===== config.mk =====
export PLATFORM = sky130hd
export DESIGN_NAME = axi_b_channel_tap
export DESIGN_NICKNAME = d
export VERILOG_FILES = /design/src/rtl/axi_b_channel_tap.sv
export SDC_FILE = /design/constraint.sdc
export NUM_CORES = 1
export LEC_CHECK = 0
export ABC_CLOCK_PERIOD_IN_PS = 20100
export CORE_UTILIZATION = 57
export DETAILED_ROUTE_END_ITERATION = 16
export PLACE_DENSITY = 0.83
export SLEW_MARGIN = 20
export SYNTH_ARGS = -nofsm -noshare
export SYNTH_HDL_FRONTEND = slang
export SYNTH_SLANG_ARGS = --single-unit

===== constraint.sdc =====
create_clock -name clk -period 20.1 [get_ports clk]
set_input_delay 3.015 -clock clk [delete_from_list [all_inputs] [get_ports clk]]
set_output_delay 3.015 -clock clk [all_outputs]
set_load 0.01 [all_outputs]

===== src/rtl/axi_b_channel_tap.sv =====
// AXI B-channel tap: passes write responses through and streams each completed
// handshake as a sequenced multi-beat record. Define B_TAP_BACKPRESSURE_EN for lossless mode.
module axi_b_channel_tap #(
  parameter int DATA_WIDTH = 128,
  parameter int ID_WIDTH   = 32,
  parameter int USER_WIDTH = 64,
  parameter int SEQ_WIDTH  = 16,
  parameter int FIFO_DEPTH = 8
) (
  input  logic                  clk,
  input  logic                  resetn,
  input  logic                  ready,
  output logic                  valid,
  output logic                  in_progress,
  output logic                  last,
  output logic [DATA_WIDTH-1:0] data,
  input  logic [ID_WIDTH-1:0]   AXIM_bid,
  input  logic [1:0]            AXIM_bresp,
  input  logic [USER_WIDTH-1:0] AXIM_buser,
  input  logic                  AXIM_bvalid,
  output logic                  AXIM_bready,
  output logic [ID_WIDTH-1:0]   AXIS_bid,
  output logic [1:0]            AXIS_bresp,
  output logic [USER_WIDTH-1:0] AXIS_buser,
  output logic                  AXIS_bvalid,
  input  logic                  AXIS_bready
);

  localparam int REC_W  = SEQ_WIDTH + USER_WIDTH + 2 + ID_WIDTH;
  localparam int BEATS  = (REC_W + DATA_WIDTH - 1) / DATA_WIDTH;
  localparam int PTR_W  = $clog2(FIFO_DEPTH);
  localparam int CNT_W  = PTR_W + 1;
  localparam int BIDX_W = (BEATS > 1) ? $clog2(BEATS) : 1;

  localparam logic [0:0] IDLE   = 1'b0;
  localparam logic [0:0] STREAM = 1'b1;

  // Stream handshake: a beat moves on a cycle where valid && ready; while
  // ready is low, valid and data hold their values.

  logic [REC_W-1:0]         mem [FIFO_DEPTH];
  logic [PTR_W-1:0]         wr_ptr, rd_ptr;
  logic [CNT_W-1:0]         count;
  logic [SEQ_WIDTH-1:0]     seq;
  logic [0:0]               state;
  logic [BIDX_W-1:0]        bidx;
  logic [BIDX_W-1:0]        cur_bidx;
  logic [BEATS*DATA_WIDTH-1:0] rec_pad;
  logic                     full, empty, cap, push, accept, pop;

  assign full  = (count == CNT_W'(FIFO_DEPTH));
  assign empty = (count == '0);

  assign AXIS_bid   = AXIM_bid;
  assign AXIS_bresp = AXIM_bresp;
  assign AXIS_buser = AXIM_buser;
`ifdef B_TAP_BACKPRESSURE_EN
  assign AXIS_bvalid = AXIM_bvalid && !full;
  assign AXIM_bready = AXIS_bready && !full;
`else
  assign AXIS_bvalid = AXIM_bvalid;
  assign AXIM_bready = AXIS_bready;
`endif

  assign cap  = AXIS_bvalid && AXIS_bready;
  assign push = cap && !full;

  // In IDLE the head record is offered from beat 0 without a state change.
  assign cur_bidx    = (state == STREAM) ? bidx : '0;
  assign valid       = (state == STREAM) || !empty;
  assign last        = valid && (cur_bidx == BIDX_W'(BEATS - 1));
  assign accept      = valid && ready;
  assign pop         = accept && last;
  assign in_progress = ((state == IDLE) && accept) || (state == STREAM);

  always_comb begin
    rec_pad = '0;
    rec_pad[REC_W-1:0] = mem[rd_ptr];
    data = '0;
    if (valid) data = rec_pad[int'(cur_bidx) * DATA_WIDTH +: DATA_WIDTH];
  end

  always_ff @(posedge clk) begin
    if (resetn && push) mem[wr_ptr] <= {seq, AXIM_buser, AXIM_bresp, AXIM_bid};
  end

  always_ff @(posedge clk) begin
    if (!resetn) begin
      wr_ptr <= '0;
      rd_ptr <= '0;
      count  <= '0;
      seq    <= '0;
      state  <= IDLE;
      bidx   <= '0;
    end else begin
      // Sequence advances on every capture so drops show up as gaps.
      if (cap)  seq    <= seq + 1'b1;
      if (push) wr_ptr <= wr_ptr + 1'b1;
      if (pop)  rd_ptr <= rd_ptr + 1'b1;
      if (push && !pop)      count <= count + 1'b1;
      else if (pop && !push) count <= count - 1'b1;
      if (accept) begin
        if (last) begin
          state <= IDLE;
          bidx  <= '0;
        end else begin
          state <= STREAM;
          bidx  <= cur_bidx + 1'b1;
        end
      end
    end
  end

endmodule


* After elaboration in Yosys (flattened, before gate mapping)
Memories as Yosys holds them, arrays and structs flattened. A register that Yosys moved wholly into a read port is not among the register bits. Index checks and enable logic that the tools add are counted.
Word-level totals: RAM bits 912, memory bits (read-only) 0, output and inout port bits 231, memories 1, flip-flop bits (word level) 28, latch bits 0, input port bits 103
Operators by class: shift-type cells 1, multiply operators 0, mux-type cells 10, bitwise operators 2, add/subtract/negate cells 6, eq/ne operators 1, reductions and logical operators 17, div/mod/pow operators 0, magnitude comparators 0
Memory list:
- mem | words 8, bits a word 114, read ports 1, clocked after Yosys merged registers in 1, wr ports 1, RTL line 41 | logic [REC_W-1:0] mem [FIFO_DEPTH];
Operators by type and width (number):
- $mux 128 | 1
- $shiftx 128x9->128 | 1
- $add 16x1->16 const B | 1
- $logic_and 1x1->1 | 9
- $mux 4 | 2
- $add 3x1->3 const B | 2
- $mux 3 | 2
- $mux 1 | 5
- $add 4x1->4 const B | 1
- $eq 4x4->1 const B | 1
- $logic_not 1->1 | 4
- $logic_not 4->1 | 1
- $sub 4x1->4 const B | 1
- $logic_or 1x1->1 | 2
- $not 1->1 | 2
- $reduce_bool 2->1 | 1
- $add 1x1->1 const B | 1

* Depth between registers and ports, before layout
Gate-level depths: netlist of the first run.
depth in word-level cells 8, gate-level depth with buffers 10, mapped depth without buffers 10

* Worst setup path after synthesis of the first run
No wires, ideal clock.
path type input-to-reg, from input port AXIM_bvalid, to memory mem[1][0] (netlist name), enable pin, stages 5, arrival time 14290 ps, buffers on the path 0, path slack 4943 ps, setup time 867 ps, path through nand2_1 a21o_1 inv_1 nand2_1 nor4_1
On the way: longest elaborated chain between the ends 5
RTL lines:
- from (decl) | RTL line 20 | input logic AXIM_bvalid,
- $logic_and 1x1->1 | RTL line 65 | assign cap = AXIS_bvalid && AXIS_bready;
- $logic_and 1x1->1 | RTL line 66 | assign push = cap && !full;
- named net push | RTL line 49 | logic full, empty, cap, push, accept, pop;
- $logic_and 1x1->1 | RTL line 84 | if (resetn && push) mem[wr_ptr] <= {seq, AXIM_buser, AXIM_bresp, AXIM_bid};
- $mux 1 | RTL line 84
- $mux 1 (implied by the code) | RTL line 84
- to (decl) | RTL line 41
The timed path passes the listed nets, and every way through them passes these cells.

==> summary.txt, run 1 <==
Status = finished clean
Clk sink count = 943
Comb pwr share = 0.268
Final instance area = 0.0431 mm^2
Final core occ = 0.679
Switch Pwr = 1.44 mW
Vias = 17,464
CTS tree = done
Minimum clock period = 7.61 ns
DRT Wirelength = 75.5 mm
Max Cap Violations = 0
Post-Synthesis Cells = 1,729
Routability congestion estimate = 0.710
Main synth FF type = edfxtp_1
Clock latency on the worst-skew pair = 0.64 ns
Final #Nets = 2,097
Final Worst Setup Slack = 12.49 ns
1st-iter DRT viols = 1,703
Synth top area cells = edfxtp_1 (74%), mux4_2 (14%), mux2i_1 (3.3%), buf_4 (2.3%), dfxtp_1 (1.7%)
# rows = 92
Startpoint Class = flop
TNS Setup = 0 ns
Setup bufs post-CTS = 0
Power density over the cells = 123 mW/mm^2
Final setup viols = 0
Pre-CTS setup slack = 12.43 ns
DRT antenna net count = 0
Synth-to-layout area growth = 17.0%
Clock power share = 0.312
Leak = 13.2 nW
Post-synth EDFFs = 912
Slew Limit Fails = 0
Flop pwr share = 0.420
Vias in the first global route = 18,579
Vias per cell = 6.01
Slowest cell on crit path = dfxtp_4
Mapped cell area = 0.0368 mm^2
Hold buffers post-CTS = 0
DRT Pass-1 Iters = 5
Clk slew on worst S/H paths = 0.06 ns
Register area share after synthesis = 0.760
Power Internal = 3.86 mW
CTS Buffer Depth = 3
Hold Vio Cnt, Final = 0
Clock buffer count from CTS = 91
Die ar. = 0.0656 mm^2
# port buffers = 319
H-tree levels = 3
Crit Path Max Fanout = 54
Drt drc = 0
Most frequent cells in the layout = edfxtp_1 (912), clkdlybuf4s50_1 (319), mux4_2 (228)
Avg Inst Size Synth = 21.3 um^2
Net Sw Frac = 0.272
Final period util = 0.379
Maximum single-stage delay on the critical path = 0.91 ns
Worst Hold Class = flop to flop
Tot GR Track Use = 0.232
Chip width = 256 um
Core ar. = 0.0634 mm^2
Max Clk Rate = 0.131 GHz
Total power = 5.30 mW
Initial Utilization = 0.581
Largest area contributor in the netlist = edfxtp_1
HPWL Detailed = 40.3 mm
Critical Path End Type = output pin
Yosys top cell area share = 0.744
Root Buffer = clkbuf_16
Gr ovfl total = 0
RSZ-0062 raised after global routing = no
Avg WL per Cell = 26.0 um
Most frequent CP cell = buf_6
Pin count of the biggest net entering global routing = 75
Max_slew headroom = 0.270
Share of layout cells above drive strength 1 = 0.200
Critical path type = flop to output pin
Die H = 256 um
Number of antenna violations at the first check in global routing = 0
Top-Level Pins = 334
First-pass GRT wire length = 113 mm
Final clock skew = 0.0240 ns
N_diodes = 0
VDD IR max = 0.172 mV
Hold_ws = 0.434 ns
Slew @ Worst Pin = 1.09 ns
Required @ worst endpoint = 17.09 ns
Post-synth ARST share = 0
Worst EP arrival = 4.60 ns
Final std cells w/o fill = 2,907
Synth warn = 0
Commonest non-fill, non-tap cell in the layout = edfxtp_1
Post-Place Cells = 2,740
Yosys reg bits = 943
Post-DP Area = 0.0402 mm^2
Post-synth cell types = 37
Cts repair resizes = 0
Critical-path cell list = buf_6 -> buf_6 -> mux4_2 -> mux2i_1 -> nor2_1 -> clkdlybuf4s50_1
==> worst paths after layout <==
| path | endpoint | start | slack, ns | cells after the start |
|---|---|---|---|---|
| worst max-delay path | data[16] | flop | 12.49 | 6 |
| worst min-delay path | bidx | bidx | 0.43 | 2 |
| worst max register to register | mem[7][93] | count[0] | 16.25 | 7 |
| worst min register to register | bidx | bidx | 0.43 | 2 |
==> synthesized netlist by cell type (all sizes together), types with 7 or more instances <==
master / instances
edfxtp: 912
nand4: 8
mux2i: 120
buf: 164
xnor2: 8
a21oi: 7
clkbuf: 33
xor2: 7
nand3: 8
nand2: 18
nor2: 138
dfxtp: 31
mux4: 228
==> critical path: cells and delay by family, from the launching register on <==
kind / cells / cell delay [ns]
mux: 2 / 0.97
buf+inv: 3 / 1.90
simple gates: 1 / 0.10
flops: 1 / 0.91
==> cell families after synthesis <==
kind of cell	Yosys count	share of synthesized area
compound gates	15	0.00285
other cells	1	0.000102
xor+xnor	15	0.00357
buf+inv	203	0.0350
simple gates	197	0.0235
flops	943	0.760
fa+ha+maj	7	0.00258
mux	348	0.172
==> registers in the layout, summed over array words and instances, names as in the netlist, named ones only <==
register  flops
mem         912
seq          16
count         4
rd_ptr        3
wr_ptr        3
bidx          1
state         1
==> per-layer routing <==
metal / share of wire / routed length [um] / GRT usage
met5: 0 / 0 / 0
met4: 0.029 / 2220 / 0.0812
met3: 0.064 / 4830 / 0.0378
met2: 0.52 / 39400 / 0.394
met1: 0.39 / 29100 / 0.306
==> power groups by stage <==
stage	sequential [mW]	clock [mW]	combinational, mW
3_3_place_gp	2.27	0	1.41
4_1_cts	2.23	1.68	1.44
6_report	2.23	1.65	1.42
3_5_place_dp	2.27	0	1.43
2_1_floorplan	2.24	0	0.884
5_1_grt	2.23	1.75	1.51
==> layout make-up <==
class	instances	area, um^2
clock inverters	52	489
repair buffers	349	3430
inverters	6	22.5
fillers	3760	20300
multi-input cells	596	7630
clock buffers	115	2440
well taps	846	1060
flip-flops and latches	943	28000
No activity file was read; power rests on OpenSTA's default activity.
==> run 2, diff against run 1 <==
--- a/config.mk
+++ b/config.mk
@@ -5,10 +5,10 @@
 export SDC_FILE = /design/constraint.sdc
 export NUM_CORES = 1
 export LEC_CHECK = 0
-export ABC_CLOCK_PERIOD_IN_PS = 20100
-export CORE_UTILIZATION = 57
+export ABC_CLOCK_PERIOD_IN_PS = 6400
+export CORE_UTILIZATION = 52
 export DETAILED_ROUTE_END_ITERATION = 16
-export PLACE_DENSITY = 0.83
+export PLACE_DENSITY = 0.8
 export SLEW_MARGIN = 20
 export SYNTH_ARGS = -nofsm -noshare
 export SYNTH_HDL_FRONTEND = slang
==> constraint.sdc (replaced) <==
create_clock -name clk -period 6.4 [get_ports clk]
set_input_delay 0.96 -clock clk [delete_from_list [all_inputs] [get_ports clk]]
set_output_delay 0.96 -clock clk [all_outputs]
set_load 0.01 [all_outputs]
==> summary.txt, run 2 (synthesized netlist as in run 1, its figures left out) <==
DRT antenna net count = 0 (unchanged)
CTS tree = done
First-pass GRT wire length = 113 mm (-0.42%)
Crit Path Max Fanout = 67 (+24%)
Slowest cell on crit path = dfxtp_4
Drt drc = 0 (unchanged)
Vias in the first global route = 18,253 (-1.8%)
Critical-path cell list = buf_12 -> mux4_2 -> mux2i_1 -> nor2_1 -> clkdlybuf4s50_1
CP top delay family = buffers and inverters
Die H = 268 um (+4.7%)
Startpoint Class = flop
Worst Hold Class = flop to flop
Clk slew on worst S/H paths = 0.06 ns (about the same)
Status = finished clean
Max Clk Rate = 0.215 GHz
Critical path type = flop to output pin
Most frequent cells in the layout = edfxtp_1 (912), clkdlybuf4s50_1 (319), mux4_2 (228)
DRT Wirelength = 76.5 mm (+1.2%)
H-tree levels = 3 (unchanged)
Most flops, register = mem
Cts repair resizes = 0 (unchanged)
Core ar. = 0.0700 mm^2 (+10%)
Top Registers = mem x912, seq x16, count x4
Pre-CTS setup slack = 2.09 ns (-10.34 ns)
Routability congestion estimate = 0.724 (+2.0%)
Power density over the cells = 390 mW/mm^2 (+220%)
Synth-to-layout area growth = 18.3%
Hold_ws = 0.458 ns (+0.0242 ns)
Critical Path End Type = output pin
Chip width = 268 um (+4.7%)
Hold Vio Cnt, Final = 0 (unchanged)
Setup bufs post-CTS = 0 (unchanged)
Minimum clock period = 4.66 ns
Final std cells w/o fill = 3,001 (+3.2%)
RSZ-0062 raised after global routing = no
Commonest non-fill, non-tap cell in the layout = edfxtp_1
Final Worst Setup Slack = 1.74 ns (-10.74 ns)
Final period util = 0.727
# port buffers = 319 (unchanged)
Clock buffer count from CTS = 91 (unchanged)
Maximum single-stage delay on the critical path = 0.98 ns (+0.07 ns)
Worst EP arrival = 3.70 ns (-0.90 ns)
Final #Nets = 2,096 (-0.048%)
CTS Buffer Depth = 3 (unchanged)
Number of antenna violations at the first check in global routing = 1 (+1)
Top-Level Pins = 334 (unchanged)
Slew Limit Fails = 0 (unchanged)
Hold buffers post-CTS = 0 (unchanged)
Tot GR Track Use = 0.214 (-0.0179)
HPWL Detailed = 40.4 mm (+0.22%)
VDD IR max = 0.344 mV (+100%)
# rows = 97 (+5.4%)
Final core occ = 0.622 (-0.0574)
Post-Place Cells = 2,833 (+3.4%)
Share of layout cells above drive strength 1 = 0.203 (+0.00252)
Slew @ Worst Pin = 1.07 ns (-0.0245 ns)
Clock latency on the worst-skew pair = 0.66 ns (+0.02 ns)
FILL cells = 4,584 (+22%)
Leak = 13.3 nW (+0.69%)
Initial Utilization = 0.526 (-0.0548)
Final clock skew = 0.0205 ns (-0.00348 ns)
1st-iter DRT viols = 1,548 (-9.1%)
Cell depth of the worst hold path = 2 (unchanged)
Vias = 17,442 (-0.13%)
Crit. path cell count = 5 (-1)
Worst R2R Path Depth = 6 (-1)
Pin count of the biggest net entering global routing = 115 (+53%)
Final setup viols = 0 (unchanged)
Clk sink count = 943 (unchanged)
Required @ worst endpoint = 5.44 ns (-11.65 ns)
Largest register FFs = 912 (unchanged)
Max Cap Violations = 0 (unchanged)
Vias per cell = 5.81 (-3.3%)
Root Buffer = clkbuf_16
Crit path buf inv count = 2 (-1)
Die ar. = 0.0719 mm^2 (+9.5%)
DRT Pass-1 Iters = 7 (+2)
Avg WL per Cell = 25.5 um (-1.9%)
Gr ovfl total = 0 (unchanged)
Max_slew headroom = 0.287 (+0.0163)
[run 2: changes by cell type in the layout (fill, tap and decap cells not counted), sizes merged, moves of 3 or more]
cell and change:
bufinv +9, clkbuf -9, clkinv -3, clkinvlp +4
[run 2: stage by stage]
step	area, um^2	setup TNS (ns)	power [mW]
2_1_floorplan	36900	-432.11	9.80
6_report	43600	0	17.0
3_3_place_gp	40400	0	11.6
4_1_cts	43600	0	17.2
3_5_place_dp	40400	0	11.6
5_1_grt	43600	0	17.6
[run 2: report_power, final]
| part | internal (mW) | leakage, nW | total (mW) | switching [mW] |
|---|---|---|---|---|
| clock network | 3.25 | 1.48 | 5.52 | 2.27 |
| registers | 6.85 | 8.40 | 7.03 | 0.178 |
| logic | 2.34 | 3.43 | 4.44 | 2.09 |
[run 2: layout make-up]
class                           count  area, um^2  area share
Clock buffer                      106        2330      0.0536
Timing Repair Buffer              348        3550      0.0815
Antenna cell                        1        2.50   0.0000574
Multi-Input combinational cell    596        7680       0.176
Tap cell                          940        1180      0.0270
Inverter                            6        22.5    0.000517
Sequential cell                   943       28000       0.643
Clock inverter                     61         779      0.0179
[run 2: worst reg2reg max path, stage by stage, from the launching register on]
cell and delay [ns]:
dfxtp_1 0.44, nor3_1 0.09, a21o_1 0.34, inv_1 0.23, nand2_1 0.27, nor2_4 0.89, buf_4 0.54
[run 2: path summary, 6_finish.rpt]
| path | start | endpoint | slack (ns) |
|---|---|---|---|
| max | flop | data[60] | 1.74 |
| min | bidx | bidx | 0.46 |
| max reg2reg | count[0] | mem[7][11] | 3.23 |
| min reg2reg | bidx | bidx | 0.46 |
[run 2: routing by layer]
| metal | vias to the layer above | part of all wire | track usage |
|---|---|---|---|
| li1 | 7423 | - | - |
| met2 | 688 | 0.51 | 0.361 |
| met1 | 9189 | 0.39 | 0.278 |
| met4 | 0 | 0.030 | 0.0814 |
| met5 | - | 0 | 0.00203 |
| met3 | 142 | 0.061 | 0.0375 |
==> run 3, diff against run 2 <==
--- a/config.mk
+++ b/config.mk
@@ -5,10 +5,10 @@
 export SDC_FILE = /design/constraint.sdc
 export NUM_CORES = 1
 export LEC_CHECK = 0
-export ABC_CLOCK_PERIOD_IN_PS = 6400
-export CORE_UTILIZATION = 52
+export ABC_CLOCK_PERIOD_IN_PS = 4800
+export CORE_UTILIZATION = 57
 export DETAILED_ROUTE_END_ITERATION = 16
-export PLACE_DENSITY = 0.8
+export PLACE_DENSITY = 0.83
 export SLEW_MARGIN = 20
 export SYNTH_ARGS = -nofsm -noshare
 export SYNTH_HDL_FRONTEND = slang
==> constraint.sdc (replaced) <==
create_clock -name clk -period 4.8 [get_ports clk]
set_input_delay 0.72 -clock clk [delete_from_list [all_inputs] [get_ports clk]]
set_output_delay 0.72 -clock clk [all_outputs]
set_load 0.01 [all_outputs]
==> summary.txt, run 3 (synthesized netlist as in run 1, its figures left out) <==
First-pass GRT wire length = 116 mm (+2.9%)
Cts repair resizes = 0 (unchanged)
RSZ-0062 raised after global routing = no
Die ar. = 0.0656 mm^2 (-8.7%)
Final #Nets = 2,103 (+0.33%)
Leak = 13.4 nW (+0.40%)
Worst EP arrival = 3.53 ns (-0.17 ns)
Vias in the first global route = 18,582 (+1.8%)
Commonest non-fill, non-tap cell in the layout = edfxtp_1
Tot GR Track Use = 0.239 (+0.0252)
Max_slew headroom = 0.372 (+0.0855)
Routability congestion estimate = 0.725 (about the same)
FILL cells = 3,678 (-20%)
Flop pwr share = 0.417 (+0.003)
Hold Vio Cnt, Final = 0 (unchanged)
HPWL Detailed = 40.0 mm (-1.0%)
Largest register FFs = 912 (unchanged)
Setup bufs post-CTS = 0 (unchanged)
Clk slew on worst S/H paths = 0.06 ns (about the same)
Clk sink count = 943 (unchanged)
Most flops, register = mem
DRT antenna net count = 0 (unchanged)
Minimum clock period = 4.25 ns
Initial Utilization = 0.581 (+0.0548)
Crit path buf inv count = 2 (unchanged)
Critical Path End Type = output pin
Clock buffer count from CTS = 90 (-1.1%)
Synth-to-layout area growth = 18.0%
Clock power share = 0.314 (-0.011)
Net Sw Frac = 0.269 (+0.00192)
CTS Buffer Depth = 3 (unchanged)
CP top delay family = simple AND/OR/NAND/NOR gates
Chip width = 256 um (-4.5%)
Final core occ = 0.685 (+0.0634)
Startpoint Class = flop
Drt drc = 0 (unchanged)
Slew @ Worst Pin = 0.942 ns (-0.128 ns)
Avg WL per Cell = 26.7 um (+4.7%)
Final setup viols = 0 (unchanged)
Crit Path Max Fanout = 54 (-19%)
Max Clk Rate = 0.235 GHz
Pin count of the biggest net entering global routing = 92 (-20%)
Worst Hold Class = flop to flop
Most frequent cells in the layout = edfxtp_1 (912), clkdlybuf4s50_1 (319), mux4_2 (228)
CTS tree = done
Post-Place Cells = 2,747 (-3.0%)
Top-Level Pins = 334 (unchanged)
# rows = 92 (-5.2%)
Maximum single-stage delay on the critical path = 0.60 ns (-0.38 ns)
Total power = 22.4 mW (+32%)
Root Buffer = clkbuf_16
Core ar. = 0.0634 mm^2 (-9.4%)
Final instance area = 0.0435 mm^2 (-0.20%)
Required @ worst endpoint = 4.08 ns (-1.36 ns)
Comb pwr share = 0.269 (+0.008)
Clock latency on the worst-skew pair = 0.65 ns (about the same)
Post-DP Area = 0.0405 mm^2 (+0.18%)
Vias = 17,568 (+0.72%)
Gr ovfl total = 0 (unchanged)
Crit. path cell count = 6 (+1)
Final period util = 0.886
Slowest cell on crit path = nand2_4
1st-iter DRT viols = 1,727 (+12%)
Status = finished clean
Final clock skew = 0.0249 ns (+0.00438 ns)
Top Registers = mem x912, seq x16, count x4
Hold buffers post-CTS = 0 (unchanged)
Die H = 256 um (-4.5%)
Slew Limit Fails = 0 (unchanged)
Power Internal = 16.3 mW (+31%)
H-tree levels = 3 (unchanged)
Number of antenna violations at the first check in global routing = 2 (+1)
Final std cells w/o fill = 2,914 (-2.9%)
Max Cap Violations = 0 (unchanged)
DRT Wirelength = 77.7 mm (+1.7%)
Critical-path cell list = or3_4 -> or3_1 -> nand2_4 -> buf_4 -> nor2_1 -> clkdlybuf4s50_1
# port buffers = 319 (unchanged)
Worst R2R Path Depth = 9 (+3)
VDD IR max = 0.413 mV (+20%)
Cell depth of the worst hold path = 2 (unchanged)
Switch Pwr = 6.03 mW (+33%)
Critical path type = flop to output pin
DRT Pass-1 Iters = 5 (-2)
Vias per cell = 6.03 (+3.7%)
Share of layout cells above drive strength 1 = 0.208 (+0.00512)
Power density over the cells = 515 mW/mm^2 (+32%)
==> run 3: cell types whose count changed in the layout (fill, tap and decap cells not counted), moves of 3 or more <==
| cell | change |
|---|---|
| clkinvlp_4 | -7 |
| buf_12 | +7 |
| clkinv_2 | +10 |
| clkinv_1 | -3 |
| nand2_1 | -3 |
| bufinv_16 | -6 |
| clkbuf_1 | +3 |
==> run 3: routing by layer <==
layer / vias to the layer above / wire [um] / GRT usage
met2: 839 / 41000 / 0.411
li1: 7432 / - / -
met3: 131 / 5180 / 0.0357
met1: 9166 / 29400 / 0.312
met4: 0 / 2100 / 0.0850
met5: - / 0 / 0
==> run 3: path summary, 6_finish.rpt <==
check / slack [ns] / endpoint / from
max: 0.55 / data[106] / count[0]
min: 0.46 / bidx / bidx
max reg2reg: 2.12 / count[3] / count[0]
min reg2reg: 0.46 / bidx / bidx
==> run 3: cell type report <==
type / instances / area, um^2 / share of cell area
Timing Repair Buffer: 356 / 3700 / 0.0850
Clock buffer: 112 / 2380 / 0.0547
Clock inverter: 54 / 576 / 0.0132
Tap cell: 846 / 1060 / 0.0243
Multi-Input combinational cell: 596 / 7720 / 0.178
Antenna cell: 1 / 2.50 / 0.0000576
Inverter: 6 / 25.0 / 0.000576
Sequential cell: 943 / 28000 / 0.644
==> run 3: tightest hold or removal path, cell delays in order, from the launching register on <==
cell	delay, ns
dfxtp_1	0.32
nand2_1	0.06
a21oi_1	0.03
==> run 3: per-stage QoR <==
stage          hold WS, ns  TNS (ns)  worst slack, ns
2_1_floorplan        0.412   -117.77           -0.502
3_3_place_gp         0.418         0             1.25
3_5_place_dp         0.438         0             1.26
4_1_cts              0.455         0            0.518
5_1_grt              0.483         0            0.420
6_report             0.458         0            0.546
==> run 3: power groups by stage <==
| stage | Sequential (mW) | Combinational (mW) | Clock, mW |
|---|---|---|---|
| after floorplan | 9.36 | 3.71 | 0 |
| after global placement | 9.49 | 5.87 | 0 |
| after detailed placement | 9.51 | 5.98 | 0 |
| after CTS | 9.33 | 6.09 | 7.14 |
| after global routing | 9.35 | 6.38 | 7.44 |
| final | 9.33 | 6.01 | 7.03 |
